--- config.mk ---
export PLATFORM = sky130hd
export DESIGN_NAME = dct_quantizer_flat
export DESIGN_NICKNAME = d
export VERILOG_FILES = /design/src/rtl/dct_quant_pkg.sv /design/src/rtl/dct_quant_if.sv /design/src/rtl/dct_quant_lane.sv /design/src/rtl/dct_quantizer.sv /design/src/flat_wrapper.sv
export SDC_FILE = /design/constraint.sdc
export NUM_CORES = 2
export LEC_CHECK = 0
export ABC_AREA = 0
export CORE_MARGIN = 4
export CORE_UTILIZATION = 56
export DETAILED_ROUTE_END_ITERATION = 8
export MAX_ROUTING_LAYER = met4
export PLACE_DENSITY = 0.82
export SYNTH_ARGS = -nofsm -noshare
export SYNTH_HDL_FRONTEND = slang
export SYNTH_SLANG_ARGS = --single-unit
--- constraint.sdc ---
create_clock -name clk -period 11.13 [get_ports clk]
set_input_delay 1.6695 -clock clk [delete_from_list [all_inputs] [get_ports clk]]
set_output_delay 1.6695 -clock clk [all_outputs]
set_load 0.1 [all_outputs]
--- src/rtl/dct_quant_pkg.sv ---
// dct_quant_pkg: shared widths, default JPEG luminance reciprocal table
// and the output saturation helper for the row quantizer.
package dct_quant_pkg;

    localparam int DCTQ_LANES = 8;
    localparam int DCTQ_ROWS  = 8;
    localparam int IN_BW      = 12;
    localparam int OUT_BW     = 8;
    localparam int RECIP_BW   = 16;
    localparam int FRAC_BW    = 16;
    localparam int PROD_BW    = IN_BW + RECIP_BW + 1;

    localparam logic signed [PROD_BW-1:0] DCTQ_HALF =
        PROD_BW'(1 << (FRAC_BW - 1));
    localparam logic signed [PROD_BW-1:0] DCTQ_SAT_MAX =
        PROD_BW'(127);
    localparam logic signed [PROD_BW-1:0] DCTQ_SAT_MIN =
        PROD_BW'(-128);

    // round(65536/Q) of the JPEG luminance table, index row*8+col
    localparam logic [RECIP_BW-1:0] DCTQ_RECIP [64] = '{
        16'd4096, 16'd5958, 16'd6554, 16'd4096,
        16'd2731, 16'd1638, 16'd1285, 16'd1074,
        16'd5461, 16'd5461, 16'd4681, 16'd3449,
        16'd2521, 16'd1130, 16'd1092, 16'd1192,
        16'd4681, 16'd5041, 16'd4096, 16'd2731,
        16'd1638, 16'd1150, 16'd950,  16'd1170,
        16'd4681, 16'd3855, 16'd2979, 16'd2260,
        16'd1285, 16'd753,  16'd819,  16'd1057,
        16'd3641, 16'd2979, 16'd1771, 16'd1170,
        16'd964,  16'd601,  16'd636,  16'd851,
        16'd2731, 16'd1872, 16'd1192, 16'd1024,
        16'd809,  16'd630,  16'd580,  16'd712,
        16'd1337, 16'd1024, 16'd840,  16'd753,
        16'd636,  16'd542,  16'd546,  16'd649,
        16'd910,  16'd712,  16'd690,  16'd669,
        16'd585,  16'd655,  16'd636,  16'd662
    };

    function automatic logic signed [OUT_BW-1:0] dctq_sat(
        input logic signed [PROD_BW-1:0] v
    );
        logic signed [OUT_BW-1:0] r;
        if (v > DCTQ_SAT_MAX) begin
            r = 8'sd127;
        end else if (v < DCTQ_SAT_MIN) begin
            r = -8'sd128;
        end else begin
            r = v[OUT_BW-1:0];
        end
        return r;
    endfunction

endpackage

--- src/rtl/dct_quant_if.sv ---
// dct_quant_if: row stream in, quantized row stream out, and the
// reciprocal table write port.
interface dct_quant_if;
    import dct_quant_pkg::*;

    logic                           i_valid;
    logic                           i_sof;
    logic [DCTQ_LANES*IN_BW-1:0]    i_coef;
    logic                           o_valid;
    logic [DCTQ_LANES*OUT_BW-1:0]   o_coef;
    logic [2:0]                     o_row;
    logic                           o_last;
    logic                           tbl_we;
    logic [5:0]                     tbl_addr;
    logic [RECIP_BW-1:0]            tbl_data;

    modport master (
        output i_valid, i_sof, i_coef,
        output tbl_we, tbl_addr, tbl_data,
        input  o_valid, o_coef, o_row, o_last
    );

    modport slave (
        input  i_valid, i_sof, i_coef,
        input  tbl_we, tbl_addr, tbl_data,
        output o_valid, o_coef, o_row, o_last
    );

endinterface

--- src/rtl/dct_quant_lane.sv ---
// dct_quant_lane: one column's multiply (stage 1) and
// round-half-up plus 8-bit saturation (stage 2).
module dct_quant_lane
    import dct_quant_pkg::*;
(
    input  logic                       clk,
    input  logic                       reset,
    input  logic                       i_en1,
    input  logic                       i_en2,
    input  logic signed [IN_BW-1:0]    i_coef,
    input  logic [RECIP_BW-1:0]        i_recip,
    output logic signed [OUT_BW-1:0]   o_q
);

    logic signed [PROD_BW-1:0] p_d, p_q;
    logic signed [PROD_BW-1:0] rnd;
    logic signed [OUT_BW-1:0]  q_d, q_q;

    // stage 1: signed coef times zero-extended reciprocal
    always_comb begin
        p_d = p_q;
        if (i_en1) begin
            p_d = PROD_BW'(i_coef)
                * PROD_BW'($signed({1'b0, i_recip}));
        end
    end

    // stage 2: add half, arithmetic shift, clamp to 8 bits
    always_comb begin
        rnd = p_q + DCTQ_HALF;
        q_d = q_q;
        if (i_en2) begin
            q_d = dctq_sat(rnd >>> FRAC_BW);
        end
    end

    // stage registers
    always_ff @(posedge clk) begin
        if (!reset) begin
            p_q <= '0;
            q_q <= '0;
        end else begin
            p_q <= p_d;
            q_q <= q_d;
        end
    end

    assign o_q = q_q;

endmodule

--- src/rtl/dct_quantizer.sv ---
// dct_quantizer: 8-lane row quantizer with row framing, latency 2.
// Macro DCTQ_TABLE_LOAD_EN makes the reciprocal table writable.
module dct_quantizer
    import dct_quant_pkg::*;
(
    input  logic        clk,
    input  logic        reset,
    dct_quant_if.slave  bus
);

    logic [2:0] cnt_d, cnt_q;
    logic [2:0] row_idx;
    logic       v1_d, v1_q;
    logic [2:0] row1_d, row1_q;
    logic       vo_d, vo_q;
    logic [2:0] rowo_d, rowo_q;
    logic       last_d, last_q;

    logic [RECIP_BW-1:0]             tbl_rd [64];
    logic signed [OUT_BW-1:0]        lane_q [DCTQ_LANES];
    logic [DCTQ_LANES*OUT_BW-1:0]    coef_o;

    // row index for the incoming row; sof restarts the block
    always_comb begin
        row_idx = bus.i_sof ? 3'd0 : cnt_q;
        cnt_d   = cnt_q;
        if (bus.i_valid) begin
            cnt_d = row_idx + 3'd1;
        end
    end

    // framing pipeline alongside the lane datapath
    always_comb begin
        v1_d   = bus.i_valid;
        row1_d = bus.i_valid ? row_idx : row1_q;
        vo_d   = v1_q;
        rowo_d = v1_q ? row1_q : rowo_q;
        last_d = v1_q && (row1_q == 3'(DCTQ_ROWS - 1));
    end

    // counter and framing registers
    always_ff @(posedge clk) begin
        if (!reset) begin
            cnt_q  <= '0;
            v1_q   <= 1'b0;
            row1_q <= '0;
            vo_q   <= 1'b0;
            rowo_q <= '0;
            last_q <= 1'b0;
        end else begin
            cnt_q  <= cnt_d;
            v1_q   <= v1_d;
            row1_q <= row1_d;
            vo_q   <= vo_d;
            rowo_q <= rowo_d;
            last_q <= last_d;
        end
    end

`ifdef DCTQ_TABLE_LOAD_EN
    logic [RECIP_BW-1:0] tbl_d [64];
    logic [RECIP_BW-1:0] tbl_q [64];

    // table write; readers see the new value from the next edge
    always_comb begin
        tbl_d = tbl_q;
        if (bus.tbl_we) begin
            tbl_d[bus.tbl_addr] = bus.tbl_data;
        end
        tbl_rd = tbl_q;
    end

    // table storage, reloaded with JPEG defaults on reset
    always_ff @(posedge clk) begin
        if (!reset) begin
            tbl_q <= DCTQ_RECIP;
        end else begin
            tbl_q <= tbl_d;
        end
    end
`else
    logic unused_tbl;

    // fixed table; write port has no effect in this build
    always_comb begin
        tbl_rd = DCTQ_RECIP;
    end

    assign unused_tbl = ^{bus.tbl_we, bus.tbl_addr, bus.tbl_data};
`endif

    for (genvar k = 0; k < DCTQ_LANES; k++) begin : g_lane
        dct_quant_lane u_lane (
            .clk     (clk),
            .reset   (reset),
            .i_en1   (bus.i_valid),
            .i_en2   (v1_q),
            .i_coef  (bus.i_coef[k*IN_BW +: IN_BW]),
            .i_recip (tbl_rd[{row_idx, 3'(k)}]),
            .o_q     (lane_q[k])
        );
    end

    // pack lane outputs into the 64-bit memory word
    always_comb begin
        coef_o = '0;
        for (int k = 0; k < DCTQ_LANES; k++) begin
            coef_o[k*OUT_BW +: OUT_BW] = lane_q[k];
        end
    end

    assign bus.o_coef  = coef_o;
    assign bus.o_valid = vo_q;
    assign bus.o_row   = rowo_q;
    assign bus.o_last  = last_q;

endmodule

--- src/flat_wrapper.sv ---
// flat-port wrapper written by rule: the top's interface ports become plain ports
module dct_quantizer_flat import dct_quant_pkg::*;
  (clk, reset, bus_i_valid, bus_i_sof, bus_i_coef, bus_tbl_we, bus_tbl_addr, bus_tbl_data, bus_o_valid, bus_o_coef, bus_o_row, bus_o_last);
  dct_quant_if bus_i ();
  input  logic clk;
  input  logic reset;
  input wire logic [$bits(bus_i.i_valid)-1:0] bus_i_valid;
  input wire logic [$bits(bus_i.i_sof)-1:0] bus_i_sof;
  input wire logic [$bits(bus_i.i_coef)-1:0] bus_i_coef;
  input wire logic [$bits(bus_i.tbl_we)-1:0] bus_tbl_we;
  input wire logic [$bits(bus_i.tbl_addr)-1:0] bus_tbl_addr;
  input wire logic [$bits(bus_i.tbl_data)-1:0] bus_tbl_data;
  output wire logic [$bits(bus_i.o_valid)-1:0] bus_o_valid;
  output wire logic [$bits(bus_i.o_coef)-1:0] bus_o_coef;
  output wire logic [$bits(bus_i.o_row)-1:0] bus_o_row;
  output wire logic [$bits(bus_i.o_last)-1:0] bus_o_last;
  assign bus_i.i_valid = bus_i_valid;
  assign bus_i.i_sof = bus_i_sof;
  assign bus_i.i_coef = bus_i_coef;
  assign bus_i.tbl_we = bus_tbl_we;
  assign bus_i.tbl_addr = bus_tbl_addr;
  assign bus_i.tbl_data = bus_tbl_data;
  assign bus_o_valid = bus_i.o_valid;
  assign bus_o_coef = bus_i.o_coef;
  assign bus_o_row = bus_i.o_row;
  assign bus_o_last = bus_i.o_last;
  dct_quantizer u_core (.clk(clk), .reset(reset), .bus(bus_i));
endmodule
==> impl_metrics.csv <==
group,metric,value,unit
sta,relSlewSlack,0.226,
synthesis,syn_area,46600,sq um
placed_design,gp_congestion,0.946,
layout,instances_no_fill,6559,
layout,drive_gt1_frac,0.0257,
detailed_routing,wl_per_cell,17.7,um
clocking,clk_pin_slew,0.08,ns
pwr,ir_worst_vdd,0.128,mV
synthesis,synth-edff-count,0,
layout,fin_nets,7051,
clocking,cts_tree,"done",
global_routing,gr-usage-all-layers,0.281,
detailed_routing,ant_nets,0,
pwr,power_switching,3.37,mW
layout,area.growth.synth_to_final,6.76,%
flow_run,maxCapViolations,0,
sta,finalHoldViolations,0,
global_routing,grt.overflow.total,0,
detailed_routing,wirelength,116000,um
clocking,cts_inserted_buffers,17,
clocking,cts_buffer_depth,2,
detailed_routing,via_per_inst,5.66,
pwr,power_density,133,nW/um^2
layout,layout_commonest_cell,"inv_1",
placed_design,pre_cts_ws,1.14,ns
sta,fin_crit,9.60,ns
sta,finalCritPeriodShare,0.862,
sta,finalClockSkew,0.0150,ns
worst_setup_path,cp.arrival,10.01,ns
worst_setup_path,cp_max_fo,13,
detailed_routing,num_vias,37133,
floorplanning,num_rows,105,
placed_design,place_inst,6518,
clocking,clk-insertion-delay-late,0.47,ns
sta,tns,0,ns
floorplanning,start_util,0.566,
layout,fill_cells,6859,
global_routing,grt_pass1_wl,194000,um
sta,worst_slack,1.53,ns
clocking,cts_hold_buffers,0,
pwr,seqPwrFrac,0.145,
detailed_routing,drt_first_pass_iters,5,
clocking,cts_root_buf,"clkbuf_16",
sta,finalSetupViolCount,0,
global_routing,grt_max_degree,76,
sta,final-max-slew-violation-count,0,
global_routing,grt_pass1_vias,39556,
sta,tightestPinTransition,1.16,ns
global_routing,antenna_found_initial,9,
floorplanning,dieHeight,296,um
pwr,clkPwrFrac,0.098,
synthesis,ys_types,76,
placed_design,dpl.hpwl,95500,um
detailed_routing,dr.first_iter.drc_count,2812,
pwr,leakage,25.9,nW
sta,hold-worst-slack,0.450,ns
layout,final_cell_mix,"1141 x inv_1, 780 x fa_1, 772 x nand2_1",
synthesis,ys.flop_type,"dfxtp_1",
synthesis,syn-num-nets,7058,
clocking,htree_levels,4,
synthesis,synth-seq-cells,188,
placed_design,place_area,49100,sq um
pwr,swShare,0.511,
clocking,cts-resized-gates,0,
min_path,hold_class,"reg2reg",
pwr,p_int,3.23,mW
sta,fmax,0.104,GHz
synthesis,yosysWarnings,0,
worst_setup_path,crit_path_end_kind,"flip-flop",
synthesis,syn-instance-count,5474,
detailed_routing,drc_errors,0,
clocking,cts_setup_buffers,0,
floorplanning,num_io_pins,192,
layout,fin_area,49700,sq um
worst_setup_path,path_class,"in2reg",
run_status,status,"complete, no violations",
worst_setup_path,cp-start-kind,"input pin",
sta,rsz0062_at_grt,"no",
floorplanning,coreArea,82200,sq um
clocking,cts_sinks,188,
floorplanning,dieArea,87900,sq um
worst_setup_path,cp.required,11.54,ns
synthesis,seq_area_frac_synth,0.0808,
synthesis,syn_avg_cell_area,8.51,sq um
placed_design,numPortBuffers,168,
floorplanning,die_w,296,um
synthesis,ys_async_sr_fraction,0,
pwr,p_comb_frac,0.757,
cell usage after synthesis (70+ instances only):
cell type | count | share of area
xor2_1 | 70 | 0.013
dfxtp_1 | 188 | 0.081
and2_1 | 342 | 0.046
and3_1 | 77 | 0.010
nor2_1 | 207 | 0.017
clkbuf_1 | 219 | 0.018
ha_1 | 681 | 0.18
nand3_1 | 90 | 0.0097
a21oi_1 | 128 | 0.014
o21ai_0 | 149 | 0.016
inv_1 | 1142 | 0.092
nand2_1 | 773 | 0.062
fa_1 | 780 | 0.34
xnor2_1 | 79 | 0.015
cell type report:
| cell class | instances | area [sq um] | area share |
|---|---|---|---|
| flip-flops and latches | 188 | 3760 | 0.0757 |
| clock inverters | 15 | 203 | 0.00408 |
| well taps | 1070 | 1340 | 0.0269 |
| multi-input cells | 3898 | 37600 | 0.757 |
| repair buffers | 217 | 2040 | 0.0411 |
| inverters | 1145 | 4300 | 0.0864 |
| clock buffers | 17 | 425 | 0.00855 |
| diodes | 9 | 22.5 | 0.000453 |
registers in the layout, indices dropped and copies added (netlist names):
name                      count
u_core.bus.o_last             1
u_core.bus.o_row              3
u_core.bus.o_valid            1
u_core.cnt_q                  3
u_core.g_lane.u_lane.o_q     64
u_core.g_lane.u_lane.p_q    112
u_core.row1_q                 3
u_core.v1_q                   1
metrics by stage:
stage,utilization,total power [mW]
global route,0.605,7.38
global placement,0.597,5.71
detailed placement,0.597,5.92
finish,0.605,6.59
floorplan,-,4.70
CTS,0.604,6.62
routing by layer:
layer | up-vias | wire length, um | GRT usage
met1 | 18401 | 46500 | 0.342
met2 | 1449 | 56600 | 0.478
li1 | 17014 | - | -
met4 | 0 | 4220 | 0.0986
met5 | - | 0 | -
met3 | 269 | 8830 | 0.0454
critical path, stage by stage:
cell,delay (ns)
clkdlybuf4s50_1,0.49
nand2b_1,0.45
inv_1,0.28
ha_1,0.40
nand2_1,0.55
o21ai_2,0.44
and2_1,0.32
fa_1,0.50
inv_1,0.06
fa_1,0.50
inv_1,0.06
fa_1,0.49
fa_1,0.49
inv_1,0.05
fa_1,0.47
inv_1,0.05
ha_1,0.31
nand3_1,0.14
a21oi_1,0.29
a31oi_1,0.15
a311oi_1,0.48
o21ai_0,0.26
a31oi_1,0.37
a21oi_1,0.18
or4_1,0.42
nand3_1,0.10
cells by family after synthesis:
family | share of synthesized area
buffers and inverters | 0.112
adder cells (fa/ha/maj) | 0.518
other | 0.000161
AND/OR/NAND/NOR | 0.170
flip-flops | 0.0808
XOR/XNOR | 0.0280
multiplexers | 0.00929
AO/OA/AOI/OAI | 0.0814
final timing paths:
| check | from | endpoint | slack, ns | cells after the start |
|---|---|---|---|---|
| hold / removal | u_core.g_lane[1].u_lane.o_q[0] | u_core.g_lane[1].u_lane.o_q[0] | 0.45 | 2 |
| setup / recovery | bus_i_sof | u_core.g_lane[0].u_lane.p_q[27] | 1.53 | 26 |
| setup reg to reg | u_core.cnt_q[0] | u_core.g_lane[0].u_lane.p_q[27] | 2.20 | 24 |
| hold reg to reg | u_core.g_lane[1].u_lane.o_q[0] | u_core.g_lane[1].u_lane.o_q[0] | 0.45 | 2 |
power by group through the flow:
| stage | registers, mW | clock network [mW] | logic (mW) |
|---|---|---|---|
| after floorplan | 1.07 | 0 | 3.64 |
| after global placement | 0.955 | 0 | 4.76 |
| after detailed placement | 0.962 | 0 | 4.96 |
| after CTS | 0.948 | 0.655 | 5.02 |
| after global routing | 0.969 | 0.684 | 5.73 |
| final | 0.955 | 0.648 | 4.99 |
Power figures use the tool's default switching activity.
